**src/rtl/bitsum_driver_if.sv**
```systemverilog
// Handshake bundle between the bitsum driver, its upstream/downstream ports and the engine.
// The master modport is the driver; the slave modport is everything around it.
interface bitsum_driver_if #(
    parameter int WIDTH = 32
);
    logic             in_valid;
    logic             in_ready;
    logic [WIDTH-1:0] in_data;
    logic             eng_start;
    logic [WIDTH-1:0] eng_in;
    logic             eng_finish;
    logic [31:0]      eng_result;
    logic             res_valid;
    logic             res_ready;
    logic [31:0]      res_data;

    modport master (
        input  in_valid, in_data, eng_finish, eng_result, res_ready,
        output in_ready, eng_start, eng_in, res_valid, res_data
    );

    modport slave (
        output in_valid, in_data, eng_finish, eng_result, res_ready,
        input  in_ready, eng_start, eng_in, res_valid, res_data
    );
endinterface

```
**src/rtl/bitsum_driver.sv**
```systemverilog
// Start/finish initiator for a bitsum engine: FIFO-buffered words in, one result per word out,
// with a saturating running total and a sticky timeout flag for engines that never answer.
module bitsum_driver #(
    parameter int WIDTH   = 32,
    parameter int DEPTH   = 4,
    parameter int TIMEOUT = 64
) (
    input  logic                   clk,
    input  logic                   rst,
    bitsum_driver_if.master        bus,
    output logic [31:0]            total,
    output logic [15:0]            done_cnt,
    output logic                   timeout_err,
    output logic                   busy
);
    localparam int AW = $clog2(DEPTH);
    localparam int PW = AW + 1;
    localparam int TW = $clog2(TIMEOUT);

    typedef enum logic [2:0] {IDLE, START, WAIT, SETTLE, EMIT} state_e;

    state_e           state_q, state_d;
    logic [TW-1:0]    timer_q, timer_d;
    logic [WIDTH-1:0] eng_in_q, eng_in_d;
    logic [31:0]      res_data_q, res_data_d;
    logic [31:0]      total_q, total_d;
    logic [15:0]      done_q, done_d;
    logic             err_q, err_d;
    logic             finish_q;
    logic [32:0]      sum;

    logic [WIDTH-1:0] mem_q [DEPTH];
    logic [PW-1:0]    wr_ptr_q, rd_ptr_q;
    logic             full, empty, push, pop, rise;

    // Extra pointer bit distinguishes full from empty when the index bits match.
    assign empty = (wr_ptr_q == rd_ptr_q);
    assign full  = (wr_ptr_q == {~rd_ptr_q[AW], rd_ptr_q[AW-1:0]});
    assign push  = bus.in_valid && !full;
    assign rise  = bus.eng_finish && !finish_q;

    always_comb begin
        state_d    = state_q;
        timer_d    = timer_q;
        eng_in_d   = eng_in_q;
        res_data_d = res_data_q;
        total_d    = total_q;
        done_d     = done_q;
        err_d      = err_q;
        pop        = 1'b0;
        sum        = {1'b0, total_q} + {1'b0, bus.eng_result};
        case (state_q)
            IDLE: begin
                if (!empty) begin
                    pop      = 1'b1;
                    eng_in_d = mem_q[rd_ptr_q[AW-1:0]];
                    state_d  = START;
                end
            end
            START: begin
                timer_d = '0;
                state_d = WAIT;
            end
            WAIT: begin
                timer_d = timer_q + TW'(1);
                if (rise) begin
                    state_d = SETTLE;
                end else if (timer_q == TW'(TIMEOUT - 1)) begin
                    err_d   = 1'b1;
                    state_d = IDLE;
                end
            end
            SETTLE: begin
                res_data_d = bus.eng_result;
                total_d    = sum[32] ? 32'hFFFF_FFFF : sum[31:0];
                done_d     = done_q + 16'd1;
                state_d    = EMIT;
            end
            EMIT: begin
                if (bus.res_ready) state_d = IDLE;
            end
            default: state_d = IDLE;
        endcase
    end

    always_ff @(posedge clk) begin
        if (!rst) begin
            state_q    <= IDLE;
            timer_q    <= '0;
            eng_in_q   <= '0;
            res_data_q <= '0;
            total_q    <= '0;
            done_q     <= '0;
            err_q      <= 1'b0;
            finish_q   <= 1'b0;
            wr_ptr_q   <= '0;
            rd_ptr_q   <= '0;
        end else begin
            state_q    <= state_d;
            timer_q    <= timer_d;
            eng_in_q   <= eng_in_d;
            res_data_q <= res_data_d;
            total_q    <= total_d;
            done_q     <= done_d;
            err_q      <= err_d;
            finish_q   <= bus.eng_finish;
            if (push) wr_ptr_q <= wr_ptr_q + PW'(1);
            if (pop)  rd_ptr_q <= rd_ptr_q + PW'(1);
        end
    end

    // Storage needs no reset; the pointers alone define what is valid.
    always_ff @(posedge clk) begin
        if (push) mem_q[wr_ptr_q[AW-1:0]] <= bus.in_data;
    end

    assign bus.in_ready  = !full;
    assign bus.eng_start = (state_q == START);
    assign bus.eng_in    = eng_in_q;
    assign bus.res_valid = (state_q == EMIT);
    assign bus.res_data  = res_data_q;
    assign total         = total_q;
    assign done_cnt      = done_q;
    assign timeout_err   = err_q;
    assign busy          = (state_q != IDLE) || !empty;
endmodule

```
**src/flat_wrapper.sv**
```systemverilog
// flat-port wrapper written by rule: the top's interface ports become plain ports
module bitsum_driver_flat 
#(
    parameter int WIDTH   = 32,
    parameter int DEPTH   = 4,
    parameter int TIMEOUT = 64
)
  (clk, rst, total, done_cnt, timeout_err, busy, bus_in_valid, bus_in_data, bus_eng_finish, bus_eng_result, bus_res_ready, bus_in_ready, bus_eng_start, bus_eng_in, bus_res_valid, bus_res_data);
  bitsum_driver_if #(.WIDTH(WIDTH)) bus_i ();
  input  logic clk;
  input  logic rst;
  output logic [31:0] total;
  output logic [15:0] done_cnt;
  output logic timeout_err;
  output logic busy;
  input wire logic [$bits(bus_i.in_valid)-1:0] bus_in_valid;
  input wire logic [$bits(bus_i.in_data)-1:0] bus_in_data;
  input wire logic [$bits(bus_i.eng_finish)-1:0] bus_eng_finish;
  input wire logic [$bits(bus_i.eng_result)-1:0] bus_eng_result;
  input wire logic [$bits(bus_i.res_ready)-1:0] bus_res_ready;
  output wire logic [$bits(bus_i.in_ready)-1:0] bus_in_ready;
  output wire logic [$bits(bus_i.eng_start)-1:0] bus_eng_start;
  output wire logic [$bits(bus_i.eng_in)-1:0] bus_eng_in;
  output wire logic [$bits(bus_i.res_valid)-1:0] bus_res_valid;
  output wire logic [$bits(bus_i.res_data)-1:0] bus_res_data;
  assign bus_i.in_valid = bus_in_valid;
  assign bus_i.in_data = bus_in_data;
  assign bus_i.eng_finish = bus_eng_finish;
  assign bus_i.eng_result = bus_eng_result;
  assign bus_i.res_ready = bus_res_ready;
  assign bus_in_ready = bus_i.in_ready;
  assign bus_eng_start = bus_i.eng_start;
  assign bus_eng_in = bus_i.eng_in;
  assign bus_res_valid = bus_i.res_valid;
  assign bus_res_data = bus_i.res_data;
  bitsum_driver #(.WIDTH(WIDTH), .DEPTH(DEPTH), .TIMEOUT(TIMEOUT)) u_core (.clk(clk), .rst(rst), .bus(bus_i), .total(total), .done_cnt(done_cnt), .timeout_err(timeout_err), .busy(busy));
endmodule
```
**config.mk**
```make
export PLATFORM = sky130hd
export DESIGN_NAME = bitsum_driver_flat
export DESIGN_NICKNAME = d
export VERILOG_FILES = /design/src/rtl/bitsum_driver_if.sv /design/src/rtl/bitsum_driver.sv /design/src/flat_wrapper.sv
export SDC_FILE = /design/constraint.sdc
export NUM_CORES = 1
export LEC_CHECK = 0
export BUFFER_PORTS_ARGS = -buffer_cell sky130_fd_sc_hd__buf_2
export CAP_MARGIN = 25
export CORE_AREA = 2 2 173 175
export DETAILED_ROUTE_END_ITERATION = 6
export DIE_AREA = 0 0 175 177
export GPL_ROUTABILITY_DRIVEN = 1
export PLACE_DENSITY = 0.64
export SYNTH_ARGS = -nofsm -noshare
export SYNTH_HDL_FRONTEND = slang
export SYNTH_SLANG_ARGS = --single-unit
```
**constraint.sdc**
```tcl
create_clock -name clk -period 2.9 [get_ports clk]
set_input_delay 0.435 -clock clk [delete_from_list [all_inputs] [get_ports clk]]
set_output_delay 0.435 -clock clk [all_outputs]
set_load 0.01 [all_outputs]
```
==> run_results.csv, run 1 <==
group,metric,value,unit
run_status,status,"finished, final reports clean",
critical_path,reg2reg_slack,0.03,ns
route,drtIter0Drc,418,
sta,tns,0,ns
min_path,min_to,"u_core.mem_q[0][5]",
sta,hold_slack,0.08085,ns
sta,timing.slew.headroom,52.39,%
sta,tightest_slew,0.7141,ns
route,wirelength,26.33,mm
yosys,synthCells,986,
floorplan,die-height,177,um
sta,max_freq,0.3486,GHz
clocking,clock_latency,0.56,ns
route,vias,8214,
yosys,synth_seq_cells,257,
critical_path,startpoint_type,"flip-flop",
sta,finalWorstSetupSlack,0.03108,ns
place,place_ws,-0.3655,ns
pwr,p_per_area,793.2,nW/um2
finish,final_cell_area,14280,um2
sta,fin_worst_skew,0.04276,ns
yosys,ys_seq_area_share,56.09,%
flow_run,maxCapViolations,0,
pwr,p_leak,5.582,nW
min_path,whs_path_depth,1,
yosys,synthFlopType,"dfxtp_1",
route,drc,0,
clocking,cts.path.max_buffers,3,
yosys,ys_types,58,
route,wl_per_cell,16.22,um
yosys,synth_compound_area_share,14.98,%
finish,layout.nets,1319,
yosys,synthTopCellsByArea,"edfxtp_1, dfxtp_1, mux4_2",
min_path,worst_hold_path_type,"primary input to flip-flop",
critical_path,path_class,"flip-flop to flip-flop",
place,post-dp-hpwl,17.25,mm
critical_path,endpoint_kind,"flip-flop",
finish,layout_commonest_cell,"buf_2",
finish,final_cell_mix,"buf_2, nand2_1, edfxtp_1, dfxtp_1, a21boi_0",
place,port_buffers,185,
critical_path,r2r_end,"u_core.total[4]",
global_routing,grtUsageTotal,16.47,%
yosys,synth-adder-area-share,4.434,%
yosys,synth.yosys.warnings,0,
yosys,syn_area,11460,um2
pwr,finalPower,11.33,mW
route,drt_pass1_iterations,5,
clocking,cts_tree,"built",
route,m1WireLength,11.68,mm
clocking,cts_root_buf,"clkbuf_16",
floorplan,die_area,30980,um2
place,placedCellCount,1561,
yosys,synth_top_family_by_area,"compound AO/OA/AOI/OAI gates",
yosys,synth-xor-area-share,3.593,%
global_routing,antenna_found_initial,2,
place,gp_congestion,0.7808,
floorplan,fp-row-count,63,
pwr,ir_drop,0.5095,mV
floorplan,ios,186,
route,route.met3.wl,1.551,mm
yosys,synth.avg_cell_area,11.62,um2
yosys,async_flop_share,0,%
finish,multi_input_area,4742,um2
route,avgViaCountPerCell,5.061,
yosys,synthMuxAreaShare,6.378,%
finish,fin_util,48.84,%
sta,slew_violations,0,
route,top_layer_used,"met5",
global_routing,grt_remaining_overflow,0,
sta,rsz0062_at_grt,"true",
yosys,synth.net_count,1095,
sta,hold_viol_final,0,
route,met2_length,12.47,mm
clocking,ctsHtreeMaxLevel,1,
yosys,synth_edf_count,128,
critical_path,path_max_fanout,6,
clocking,clk_pin_slew,0.07,ns
critical_path,arrival,3.28,ns
finish,seq_area,6430,um2
global_routing,grt_max_degree,69,
sta,fin_crit_sh,98.93,%
yosys,synth_top_area_share,33.55,%
place,placed_area,13080,um2
sta,finalSetupViolCount,0,
sta,period_minus_slack,2.869,ns
route,ant_nets,0,
critical_path,rr_worst_depth,13,
min_path,min_from,"bus_in_data[5]",
clocking,cts.sinks,257,
finish,layout-drive-gt1-share,31.49,%
finish,syn2layout_area_growth,24.67,%
floorplan,die_w,175,um
global_routing,grt_pass1_vias,8060,
global_routing,grt_pass1_wl,41.69,mm
floorplan,start_util,39.17,%
floorplan,fp.coreArea,29240,um2
critical_path,reg2reg_from,"u_core.total[0]",
clocking,cts_made_buffers,28,
yosys,synth-simple-area-share,11.57,%
finish,fillers,2633,
finish,instances_no_fill,1623,
critical_path,crit_required,3.31,ns
yosys,synth_largest_area_cell,"edfxtp_1",
[metal layers]
metal / vias up / global-route usage, %
li1: 4005 / -
met1: 3961 / 21.40
met2: 202 / 28.23
met3: 44 / 3.351
met4: 2 / 4.167
met5: - / 0
[logic make-up after synthesis]
family,after synthesis
AND/OR/NAND/NOR,290
flip-flops,257
XOR/XNOR,47
multiplexers,33
AO/OA/AOI/OAI,247
adder cells (fa/ha/maj),40
buffers and inverters,72
[where the power goes]
group | total (mW) | switching (mW) | internal [mW]
clock | 3.87 | 1.47 | 2.40
sequential | 4.44 | 0.211 | 4.23
combinational | 3.02 | 1.75 | 1.27
[what timing repair did]
action,CTS,global route
resized for setup,3,10
setup buffers,1,5
hold buffers,0,0
pin swaps,1,13
setup endpoints to repair,31,26
cloned,1,2
[Yosys cell counts, types with 2 or more instances]
cell type  number
o21ai_2         2
o21bai_1        6
a21oi_4         2
and3_1         12
ha_1           39
a31oi_1         7
a21o_1          5
o211ai_1        3
nor3b_1         5
a21oi_2        32
nor2_1         19
buf_1           6
buf_2           6
a21oi_1        37
o21ai_0        59
nand2_2         3
nand4_1         5
or3_1           5
dfxtp_1       129
mux4_2         32
xnor2_1        32
clkbuf_1       35
nand3_1        17
nor3_1         11
nor2b_1        11
edfxtp_1      128
nor4_1          2
inv_1          17
o22ai_1         2
a22oi_1         2
o21ai_1         2
o21a_1          3
and2_1         23
a21boi_0       70
a31o_2          2
buf_6           6
nand2b_1        5
xor2_1         15
nand2_1       168
a41oi_1         3
[critical path: stages, from the launching register on]
cell       delay, ns
dfxtp_2         0.33
ha_4            0.16
fa_2            0.42
a21oi_2         0.17
o211ai_1        0.11
nand3_1         0.15
nand2_2         0.10
o21ai_4         0.15
nand2_2         0.07
a221o_2         0.40
a211oi_4        0.26
buf_6           0.19
clkbuf_16       0.18
a21oi_2         0.05
[area by class of cell]
class,count,area share [%]
antenna,1,0.01752
clock buffer,37,5.353
clock inverter,15,1.805
inverter,17,0.4468
multi-input combinational,657,33.20
sequential,257,45.02
tap,390,3.417
timing repair buffer,249,10.74
[registers in the layout, summed over array words and instances, names as in the netlist]
signal / flops
u_core.finish_q: 1
u_core.bus.res_data: 32
u_core.bus.eng_in: 32
u_core.timer_q: 6
u_core.wr_ptr_q: 3
u_core.rd_ptr_q: 3
u_core.state_q: 3
u_core.done_cnt: 16
u_core.mem_q: 128
u_core.total: 32
u_core.timeout_err: 1
[worst max-delay path by stage]
stage | slack (ns) | from | to | cells after the start
2_1_floorplan | 0.04 | bus_eng_result[0] | u_core.total[18] | 12
3_3_place_gp | -0.33 | bus_eng_result[0] | u_core.total[18] | 13
3_5_place_dp | -0.37 | bus_eng_result[0] | u_core.total[18] | 13
4_1_cts | 0.03 | u_core.total[0] | u_core.total[0] | 13
5_1_grt | -0.09 | u_core.total[0] | u_core.total[18] | 13
6_report | 0.03 | u_core.total[0] | u_core.total[4] | 13
No activity file was read; power rests on OpenSTA's default activity.
==> run 2: changes to the inputs <==
--- a/config.mk
+++ b/config.mk
@@ -12,6 +12,7 @@
 export DIE_AREA = 0 0 175 177
 export GPL_ROUTABILITY_DRIVEN = 1
 export PLACE_DENSITY = 0.64
+export REMOVE_ABC_BUFFERS = 1
 export SYNTH_ARGS = -nofsm -noshare
 export SYNTH_HDL_FRONTEND = slang
 export SYNTH_SLANG_ARGS = --single-unit
==> run 2 against run 1 <==
Net effect:
- first-iteration DRC count up 19%
- global-route usage increased by 0.85 points
- die area unchanged
- combinational power fell by 1%
- non-clock buffer count shrank 4
- wire length rose by 1.8%
- power decreased by 0.81%
- critical endpoint is now u_core.total[0]
- largest cell class unchanged
- largest power group unchanged
- highest routed layer unchanged
==> run_results.csv, run 2 (synthesis gave the netlist of run 1 again) <==
group,metric,value,unit
run_status,status,"finished, final reports clean",
route,drtIter0Drc,499,
finish,syn2layout_area_growth,23.86,%
sta,rsz0062_at_grt,"true",
sta,hold_viol_final,0,
floorplan,die-height,177,um
pwr,ir_drop,0.7815,mV
sta,hold_slack,0.08934,ns
critical_path,critPathSlowestCell,"a221o_2",
finish,layout.nets,1316,
finish,seq_area,6430,um2
clocking,cts.sinks,257,
sta,finalWorstSetupSlack,0.02842,ns
global_routing,grt_remaining_overflow,0,
critical_path,crit_required,3.34,ns
place,place_ws,-0.4437,ns
finish,fillers,2616,
route,drt_pass1_iterations,5,
floorplan,ios,186,
floorplan,fp.coreArea,29240,um2
critical_path,path_max_fanout,9,
critical_path,path_class,"flip-flop to flip-flop",
sta,finalSetupViolCount,0,
pwr,p_per_area,791.9,nW/um2
critical_path,cpPeakStageDelay,0.38,ns
critical_path,startpoint_type,"flip-flop",
clocking,cts_hold_buf,0,
route,ant_nets,0,
finish,layout-drive-gt1-share,31.30,%
critical_path,arrival,3.31,ns
min_path,worst_hold_path_type,"primary input to flip-flop",
finish,multi_input_area,4736,um2
sta,slew_violations,0,
place,port_buffers,185,
clocking,cts_tree,"built",
clocking,ctsHtreeMaxLevel,1,
clocking,cts.path.max_buffers,3,
global_routing,grtUsageTotal,17.33,%
floorplan,die_area,30980,um2
global_routing,grt_pass1_vias,8253,
critical_path,critPathMostFrequentCell,"nand2_2",
floorplan,die_w,175,um
critical_path,crit_chain,"ha_4 > fa_2 > a21oi_4 > o211ai_1 > nand3_1 > nand2_2 > o21ai_4 > nand2_2 > a221o_2 > a211oi_4 > buf_6 > buf_12 > a21oi_1",
finish,final_cell_mix,"buf_2, nand2_1, edfxtp_1, dfxtp_1, a21boi_0",
sta,tightest_slew,0.6866,ns
flow_run,maxCapViolations,0,
route,wl_per_cell,16.53,um
sta,period_minus_slack,2.872,ns
floorplan,fp-row-count,63,
route,vias,8231,
finish,layout_commonest_cell,"buf_2",
sta,timing.slew.headroom,54.23,%
finish,largest_reg_flops,128,
place,post-dp-hpwl,17.77,mm
sta,fin_worst_skew,0.008119,ns
clocking,clk_pin_slew,0.06,ns
clocking,cts_made_buffers,29,
sta,tns,0,ns
global_routing,grt_max_degree,55,
route,drc,0,
clocking,clock_latency,0.56,ns
critical_path,endpoint_kind,"flip-flop",
route,avgViaCountPerCell,5.078,
clocking,cts_root_buf,"clkbuf_16",
route,wirelength,26.79,mm
floorplan,start_util,39.17,%
place,gp_congestion,0.8241,
sta,max_freq,0.3482,GHz
global_routing,grt_pass1_wl,43.33,mm
global_routing,antenna_found_initial,3,
pwr,p_leak,5.537,nW
sta,fin_crit_sh,99.02,%
[run 2: changes by cell type in the layout (fill, tap and decap cells not counted), moves of 2 or more]
cell | previous run | this run
clkinv_1 | 0 | 2
clkbuf_1 | 6 | 4
clkinvlp_4 | 0 | 4
buf_12 | 5 | 3
bufinv_16 | 6 | 4
clkbuf_8 | 3 | 1
[run 2: per-layer routing]
layer | global-route usage, % | vias up | part of all wire, %
li1 | - | 3995 | -
met1 | 21.89 | 3965 | 43
met2 | 30.04 | 222 | 47
met3 | 4.102 | 45 | 6.7
met4 | 4.236 | 4 | 2.4
met5 | 0 | - | 0.10
[run 2: final cells by class]
cell class | instances | share of cell area [%]
clock buffers | 35 | 5.493
multi-input cells | 657 | 33.37
inverters | 17 | 0.4497
clock inverters | 19 | 1.605
flip-flops and latches | 257 | 45.31
diodes | 1 | 0.01764
repair buffers | 245 | 10.31
well taps | 390 | 3.439
[run 2: power breakdown]
part	switching (mW)	leakage [nW]	internal [mW]
registers	0.217	2.22	4.23
logic	1.74	2.83	1.24
clock network	1.52	0.485	2.29
total	3.48	5.54	7.76
[run 2: metrics by stage]
stage               cell area (um2)  total power [mW]  std cells  utilization (%)
floorplan                     11180             6.287        931                -
global placement              13060             7.464       1561            44.65
detailed placement            13060             7.499       1561            44.65
CTS                           14130             11.37       1618            48.33
global route                  14190             11.87       1620            48.51
finish                        14190             11.24       1621            48.52
[run 2: worst max-delay path: cells and delay by family, from the launching register on]
kind,cells,cell delay (ns)
compound gates,6,1.27
fa+ha+maj,2,0.52
flops,1,0.33
buf+inv,2,0.31
simple gates,3,0.31
[run 2: repair_timing]
action                                  CTS  global route
endpoints found under the hold margin     0             0
cloned                                    1             1
pin swaps                                 5             3
buffers inserted                          2             1
resized for setup                         5             4
endpoints found under the setup margin   31            31
[run 2: worst paths after layout]
path	from	to	slack, ns	cells after the start
worst max-delay path	u_core.total[0]	u_core.total[0]	0.03	13
worst min-delay path	bus_in_data[1]	u_core.mem_q[1][1]	0.09	1
worst max register to register	u_core.total[0]	u_core.total[0]	0.03	13
worst min register to register	u_core.bus.res_data[31]	u_core.bus.res_data[31]	0.46	2
==> run 3: changes to the inputs <==
==> constraint.sdc (replaced) <==
create_clock -name clk -period 2.9 [get_ports clk]
set_input_delay 0.29 -clock clk [delete_from_list [all_inputs] [get_ports clk]]
set_output_delay 0.29 -clock clk [all_outputs]
set_load 0.01 [all_outputs]
==> run 3 against run 2 <==
Net effect:
- largest power group unchanged
- worst hold slack lost 0.063 ns
- clock-buffer cell count is 2 higher
- the flow now finishes with violations (negative setup slack)
- worst setup slack worse by 0.075 ns
==> run_results.csv, run 3 (synthesis gave the netlist of run 1 again) <==
group,metric,value,unit
route,wirelength,27.08,mm
route,avgViaCountPerCell,5.010,
clocking,cts.sinks,257,
clocking,clock_latency,0.57,ns
floorplan,die_w,175,um
floorplan,die_area,30980,um2
finish,n_antenna_cell,0,
flow_run,maxCapViolations,0,
critical_path,crit_required,3.32,ns
global_routing,grt_pass1_wl,43.03,mm
route,drtIter0Drc,492,
pwr,power_frac_clock,33.5,%
pwr,switching_share,30.91,%
sta,slew_violations,0,
finish,seq_area,6430,um2
floorplan,fp.coreArea,29240,um2
place,gp_congestion,0.8276,
route,ant_nets,0,
sta,hold_viol_final,0,
finish,layout_commonest_cell,"buf_2",
global_routing,antenna_found_initial,0,
pwr,switchingPower,3.444,mW
clocking,cts_tree,"built",
route,drt_pass1_iterations,4,
finish,fillers,2608,
critical_path,arrival,3.37,ns
finish,final_cell_area,14560,um2
critical_path,startpoint_type,"flip-flop",
clocking,clk_pin_slew,0.06,ns
clocking,cts.path.max_buffers,3,
clocking,ctsHtreeMaxLevel,1,
finish,final_cell_mix,"buf_2, nand2_1, edfxtp_1, dfxtp_1, a21boi_0",
critical_path,reg2reg_slack,-0.05,ns
critical_path,endpoint_kind,"flip-flop",
place,port_buffers,185,
finish,layout.nets,1347,
sta,timing.slew.headroom,55.72,%
sta,fin_worst_skew,0.04129,ns
floorplan,start_util,39.17,%
pwr,p_leak,5.627,nW
global_routing,grt_remaining_overflow,0,
pwr,power_frac_seq,40.1,%
pwr,power_frac_comb,26.4,%
route,wl_per_cell,16.42,um
min_path,worst_hold_path_type,"primary input to flip-flop",
critical_path,path_class,"flip-flop to flip-flop",
run_status,violations,"negative setup slack",
clocking,cts_root_buf,"clkbuf_16",
sta,rsz0062_at_grt,"true",
sta,fin_crit_sh,101.6,%
sta,tns,-0.4324,ns
pwr,p_per_area,765.3,nW/um2
finish,multi_input_area,4805,um2
finish,layout-drive-gt1-share,30.10,%
clocking,cts_made_buffers,28,
global_routing,grtUsageTotal,17.18,%
floorplan,fp-row-count,63,
global_routing,grt_max_degree,68,
finish,largest_reg_flops,128,
route,vias,8261,
finish,syn2layout_area_growth,27.08,%
sta,max_freq,0.3394,GHz
sta,finalWorstSetupSlack,-0.04645,ns
sta,finalSetupViolCount,17,
place,post-dp-hpwl,17.31,mm
pwr,intPower,7.697,mW
run_status,status,"finished with violations",
floorplan,ios,186,
critical_path,path_max_fanout,13,
global_routing,grt_pass1_vias,8162,
sta,tightest_slew,0.6642,ns
pwr,ir_drop,0.5674,mV
floorplan,die-height,177,um
place,placed_area,12890,um2
route,drc,0,
finish,fin_util,49.78,%
sta,period_minus_slack,2.946,ns
run 3: area by class of cell:
class,count,share of cell area [%]
flip-flops and latches,257,44.17
multi-input cells,657,33.00
repair buffers,277,12.29
clock buffers,37,5.320
well taps,390,3.352
clock inverters,14,1.427
inverters,17,0.4383
run 3: metrics by stage:
| step | hold WS (ns) | total power, mW | worst slack [ns] | cells |
|---|---|---|---|---|
| floorplan | 0.3889 | 6.287 | -0.6700 | 931 |
| finish | 0.02646 | 11.14 | -0.04645 | 1649 |
| global route | 0.01767 | 11.75 | -0.1727 | 1649 |
| global placement | 0.4473 | 7.371 | -0.2628 | 1541 |
| CTS | 0.001319 | 11.23 | -0.01118 | 1647 |
| detailed placement | 0.4531 | 7.405 | -0.2988 | 1541 |
run 3: routing by layer:
| layer | up-vias | track usage [%] | wire, um |
|---|---|---|---|
| met5 | - | 0 | 0 |
| met4 | 0 | 3.958 | 602 |
| met3 | 39 | 3.630 | 1598 |
| met2 | 226 | 29.73 | 12980 |
| met1 | 3943 | 22.13 | 11900 |
| li1 | 4053 | - | - |
run 3: critical path, stage by stage, from the launching register on:
cell,delay [ns]
dfxtp_2,0.33
ha_4,0.16
fa_2,0.37
a21oi_4,0.16
o211ai_1,0.20
nand3_1,0.17
nand2_2,0.09
o21ai_4,0.18
nand2_2,0.08
a221o_2,0.37
a211oi_4,0.33
buf_6,0.16
buf_12,0.15
a31oi_4,0.08
run 3: final timing paths:
kind / from / end / depth (start not counted)
worst max-delay path: u_core.total[0] / u_core.total[18] / 13
worst min-delay path: bus_res_ready / u_core.state_q[2] / 3
worst max register to register: u_core.total[0] / u_core.total[18] / 13
worst min register to register: u_core.bus.res_data[18] / u_core.bus.res_data[18] / 2
run 3: what timing repair did:
item / in CTS / in global routing
pin swaps: 4 / 4
endpoints found under the hold margin: 139 / 0
buffers inserted: 11 / 2
gates resized for setup: 5 / 20
cloned: 1 / 1
endpoints found under the setup margin: 31 / 31
hold buffers: 43 / 0
run 3: power groups by stage:
stage               sequential, mW  combinational [mW]  clock (mW)
floorplan                     4.75                1.54           0
global placement              4.52                2.85           0
detailed placement            4.54                2.87           0
CTS                           4.46                2.95        3.82
global route                  4.52                3.28        3.95
finish                        4.47                2.95        3.73
